File: src/rtl/fft_pkg.sv
// Shared FFT datapath defaults, FSM encoding and saturation limit helpers
// used by the FFT core, the rounding stage and the output denormaliser.
package fft_pkg;

   localparam int FFT_IN_W   = 14;
   localparam int FFT_OUT_W  = 16;
   localparam int FFT_EXP_W  = 4;
   localparam int FFT_N_LOG2 = 10;

   typedef enum logic {
      IDLE   = 1'b0,
      STREAM = 1'b1
   } state_t;

   function automatic longint sat_max(int w);
      return (longint'(1) << (w - 1)) - 1;
   endfunction

   function automatic longint sat_min(int w);
      return -(longint'(1) << (w - 1));
   endfunction

endpackage

File: src/rtl/fft_sat_shl.sv
// One-component sign-extend, exact left shift and saturate to OUT_W bits.
// The sat flag marks a clipped result.
module fft_sat_shl
   import fft_pkg::*;
#(
   parameter int IN_W  = FFT_IN_W,
   parameter int OUT_W = FFT_OUT_W,
   parameter int EXP_W = FFT_EXP_W
) (
   input  logic [IN_W-1:0]  din,
   input  logic [EXP_W-1:0] shamt,
   output logic [OUT_W-1:0] dout,
   output logic             sat
);

   // Wide enough that the largest shift never loses a bit before clipping.
   localparam int EXT_W = IN_W + 2**EXP_W - 1;
   localparam logic signed [EXT_W-1:0] MAX_V = EXT_W'(sat_max(OUT_W));
   localparam logic signed [EXT_W-1:0] MIN_V = EXT_W'(sat_min(OUT_W));
   localparam logic [OUT_W-1:0] MAX_O = OUT_W'(sat_max(OUT_W));
   localparam logic [OUT_W-1:0] MIN_O = OUT_W'(sat_min(OUT_W));

   logic signed [EXT_W-1:0] ext;
   logic signed [EXT_W-1:0] shifted;

   always_comb begin
      ext     = EXT_W'($signed(din));
      shifted = ext <<< shamt;
      sat     = 1'b0;
      dout    = shifted[OUT_W-1:0];
      if (shifted > MAX_V) begin
         dout = MAX_O;
         sat  = 1'b1;
      end else if (shifted < MIN_V) begin
         dout = MIN_O;
         sat  = 1'b1;
      end
   end

endmodule

File: src/rtl/fft_bfp_denorm.sv
// Block-floating-point denormaliser: one exponent per frame, scales 2^N_LOG2
// complex samples with saturation. FFT_DENORM_SAT_CNT_EN adds sat_cnt.
module fft_bfp_denorm
   import fft_pkg::*;
#(
   parameter int IN_W   = FFT_IN_W,
   parameter int OUT_W  = FFT_OUT_W,
   parameter int EXP_W  = FFT_EXP_W,
   parameter int N_LOG2 = FFT_N_LOG2
) (
   input  logic             clk,
   input  logic             rst,
   input  logic             exp_valid,
   output logic             exp_ready,
   input  logic [EXP_W-1:0] exp_in,
   input  logic             in_valid,
   output logic             in_ready,
   input  logic [IN_W-1:0]  in_re,
   input  logic [IN_W-1:0]  in_im,
   output logic             out_valid,
   input  logic             out_ready,
   output logic [OUT_W-1:0] out_re,
   output logic [OUT_W-1:0] out_im,
   output logic             out_last,
   output logic             busy
`ifdef FFT_DENORM_SAT_CNT_EN
   ,
   output logic [15:0]      sat_cnt
`endif
);

   state_t            state;
   state_t            state_nxt;
   logic [N_LOG2-1:0] count;
   logic [EXP_W-1:0]  exp_q;
   logic [OUT_W-1:0]  sh_re;
   logic [OUT_W-1:0]  sh_im;
   logic              sat_re;
   logic              sat_im;
   logic              in_acc;
   logic              exp_acc;

   fft_sat_shl #(.IN_W(IN_W), .OUT_W(OUT_W), .EXP_W(EXP_W)) u_shl_re (
      .din   (in_re),
      .shamt (exp_q),
      .dout  (sh_re),
      .sat   (sat_re)
   );

   fft_sat_shl #(.IN_W(IN_W), .OUT_W(OUT_W), .EXP_W(EXP_W)) u_shl_im (
      .din   (in_im),
      .shamt (exp_q),
      .dout  (sh_im),
      .sat   (sat_im)
   );

   // Handshakes and frame sequencing; the output register frees a slot when it drains.
   always_comb begin
      state_nxt = state;
      exp_ready = 1'b0;
      in_ready  = 1'b0;
      case (state)
         IDLE: begin
            exp_ready = 1'b1;
            if (exp_valid) state_nxt = STREAM;
         end
         STREAM: begin
            in_ready = !out_valid || out_ready;
            if (in_valid && (!out_valid || out_ready) && (count == '1)) state_nxt = IDLE;
         end
         default: state_nxt = IDLE;
      endcase
   end

   assign exp_acc = exp_valid && exp_ready;
   assign in_acc  = in_valid && in_ready;
   assign busy    = (state == STREAM);

   always_ff @(posedge clk or posedge rst) begin
      if (rst) state <= IDLE;
      else     state <= state_nxt;
   end

   always_ff @(posedge clk or posedge rst) begin
      if (rst) begin
         count <= '0;
         exp_q <= '0;
      end else if (exp_acc) begin
         count <= '0;
         exp_q <= exp_in;
      end else if (in_acc) begin
         count <= count + 1'b1;
      end
   end

   // Single-entry output register: reload on accept, drop valid only on a bare drain.
   always_ff @(posedge clk or posedge rst) begin
      if (rst) begin
         out_valid <= 1'b0;
         out_re    <= '0;
         out_im    <= '0;
         out_last  <= 1'b0;
      end else if (in_acc) begin
         out_valid <= 1'b1;
         out_re    <= sh_re;
         out_im    <= sh_im;
         out_last  <= (count == '1);
      end else if (out_ready) begin
         out_valid <= 1'b0;
      end
   end

`ifdef FFT_DENORM_SAT_CNT_EN
   always_ff @(posedge clk or posedge rst) begin
      if (rst)                                              sat_cnt <= '0;
      else if (exp_acc)                                     sat_cnt <= '0;
      else if (in_acc && (sat_re || sat_im) && (sat_cnt != 16'hFFFF)) sat_cnt <= sat_cnt + 16'd1;
   end
`else
   logic sat_unused;
   assign sat_unused = sat_re | sat_im;
`endif

endmodule

File: config.mk
export PLATFORM = sky130hd
export DESIGN_NAME = fft_bfp_denorm
export DESIGN_NICKNAME = d
export VERILOG_FILES = /design/src/rtl/fft_pkg.sv /design/src/rtl/fft_sat_shl.sv /design/src/rtl/fft_bfp_denorm.sv
export SDC_FILE = /design/constraint.sdc
export NUM_CORES = 1
export LEC_CHECK = 0
export ABC_AREA = 1
export CORE_ASPECT_RATIO = 0.9
export CORE_MARGIN = 5
export CORE_UTILIZATION = 27
export DETAILED_ROUTE_END_ITERATION = 10
export PLACE_DENSITY_LB_ADDON = 0.12
export SLEW_MARGIN = 20
export SYNTH_ARGS = -nofsm -noshare
export SYNTH_HDL_FRONTEND = slang
export SYNTH_HIERARCHICAL = 1
export SYNTH_SLANG_ARGS = --single-unit
export TNS_END_PERCENT = 20
File: constraint.sdc
create_clock -name clk -period 3.31 [get_ports clk]
set_input_delay 0.4965 -clock clk [delete_from_list [all_inputs] [get_ports clk]]
set_output_delay 0.4965 -clock clk [all_outputs]
set_load 0.01 [all_outputs]
==> results.json <==
{
  "p_int_w": 0.00186,
  "clock_skew_ps": 6.29,
  "seq_area_mm2": 0.00123,
  "finalPower_w": 0.00367,
  "dr.pass1.iters": 5,
  "cts_resized": 0,
  "setup_viol": 0,
  "start_kind": "register",
  "routabilityCongestion": 0.942,
  "antenna_found_initial": 0,
  "syn_area_mm2": 0.00433,
  "drc": 0,
  "crit_path_end_kind": "register",
  "final-hold-violation-count": 0,
  "ff2ff_path_depth": 12,
  "hold_depth": 2,
  "r2r-end": "out_re[9]",
  "synth.avg_cell_area_um2": 6.16,
  "mostFrequentLayoutCell": "nand2_1",
  "worstMarginPinSlew_ps": 838,
  "maxCapViolCount": 0,
  "die_y_um": 130,
  "dr.first_iter.drc_count": 418,
  "holdPathEnd": "out_re[4]",
  "min_period_over_period_pct": 84.4,
  "swShare_pct": 49.4,
  "grt_max_degree": 39,
  "clkLatencyLatePin_ps": 290,
  "hold_start": "out_re[4]",
  "grt_pass1_vias": 4510,
  "max_slew_margin_pct": 44.1,
  "grtUsageTotal_pct": 14.3,
  "fp.dieW_um": 143,
  "routed_via_density": 4.84,
  "clk_pin_slew_worst_paths_ps": 60,
  "dieArea_mm2": 0.0187,
  "cts_hold_buf": 0,
  "cts_tree": "yes",
  "netSwitchingPower_w": 0.00181,
  "dp.final_hpwl_um": 10300,
  "slew_violations": 0,
  "hold_path_class": "register to register",
  "worstPathRequired_ps": 3540,
  "layout_common_cells": "nand2_1, nand3_1, clkdlybuf4s50_1",
  "fmax_ghz": 0.358,
  "sequentialPowerShare_pct": 25.7,
  "finalNetCount": 793,
  "numCtsBuffers": 5,
  "cp_max_fo": 22,
  "cts_setup_buffers": 0,
  "finalSetupTns_ps": 0,
  "ant_nets": 0,
  "p_comb_share_pct": 60.0,
  "overflow": 0,
  "clkSinkCount": 49,
  "cts-root-buf": "clkbuf_16",
  "period_minus_slack_ps": 2790,
  "irDropWorstVdd_v": 0.000225,
  "p_per_area_mw_per_mm2": 703,
  "leakage_nw": 2.56,
  "reg2reg_from": "exp_q[2]",
  "io_buffers": 73,
  "start_util_pct": 27.8,
  "htreeDepth": 2,
  "vias": 4628,
  "critPathKind": "register to register",
  "drive_gt1_share_pct": 9.67,
  "wl_per_cell_um": 13.9,
  "ys_warn_count": 6,
  "multi_input_area_mm2": 0.00266,
  "synthToLayoutAreaGrowth_pct": 20.6,
  "clock_path_buffers": 2,
  "ios": 74,
  "nFillCells": 1702,
  "status": "completed",
  "totalWireLength_um": 13300,
  "floorplan.core_area_mm2": 0.0155,
  "r2r_slack_ps": 520,
  "grt_first_pass_wirelength_um": 22200,
  "synth_fp_nets": 741,
  "rsz0062_at_grt": "false",
  "p_clk_share_pct": 14.3,
  "rows": 43,
  "netlist_instances": 703,
  "critPathArrivalTime_ps": 3020,
  "antennaDiodeCount": 0
}
[metrics by stage]
step / hold slack (ps) / instances / setup slack [ps] / cell area [µm²] / utilization, %
floorplan: 505 / 703 / 1370 / 4330 / -
global placement: 467 / 950 / 433 / 5070 / 32.6
detailed placement: 467 / 950 / 457 / 5070 / 32.6
CTS: 486 / 957 / 507 / 5220 / 33.6
global route: 502 / 957 / 188 / 5220 / 33.6
finish: 480 / 957 / 516 / 5220 / 33.6
[power groups by stage]
stage	Sequential [W]	Combinational, W	Clock (W)
2_1_floorplan	0.000899	0.00165	0
3_3_place_gp	0.000955	0.00220	0
3_5_place_dp	0.000958	0.00219	0
4_1_cts	0.000948	0.00220	0.000548
5_1_grt	0.000975	0.00248	0.000568
6_report	0.000943	0.00220	0.000525
[routing by layer]
metal	wire, µm	GRT usage, %
met4	124	2.66
met3	626	1.98
met1	6570	20.3
met2	5970	23.6
met5	0	0
[worst max path at each step]
stage,startpoint,end,slack (ps),depth (start not counted)
finish,exp_q[2],out_re[9],520,12
global route,exp_q[2],out_re[4],190,12
CTS,exp_q[2],out_re[7],510,12
detailed placement,in_im[13],out_im[8],460,17
global placement,in_im[13],out_im[12],430,17
floorplan,exp_q[0],out_im[11],1370,17
[critical path: stages, from the launching register on]
cell      delay, ps
dfrtp_1         820
inv_1           450
nand3_1         240
nand3_1         100
nand2_1         120
nand2_1          60
nor2_1          130
nand2_1         100
o21bai_2        380
nand2_1         100
nand2_1          80
nand2_1          60
nand2_1          80
[cell type report]
class / count / area share (%)
tap: 202 / 4.84
sequential: 49 / 23.5
clock inverter: 1 / 0.144
timing repair buffer: 84 / 15.6
multi-input combinational: 581 / 50.9
inverter: 34 / 2.44
clock buffer: 6 / 2.66
[sequential cells by signal (all words and copies together) (netlist names)]
| register | flops |
|---|---|
| count | 10 |
| out_im | 16 |
| out_re | 16 |
| exp_q | 4 |
| busy | 1 |
| out_last | 1 |
| out_valid | 1 |
Note: power is estimated with default switching activity, not from simulation.
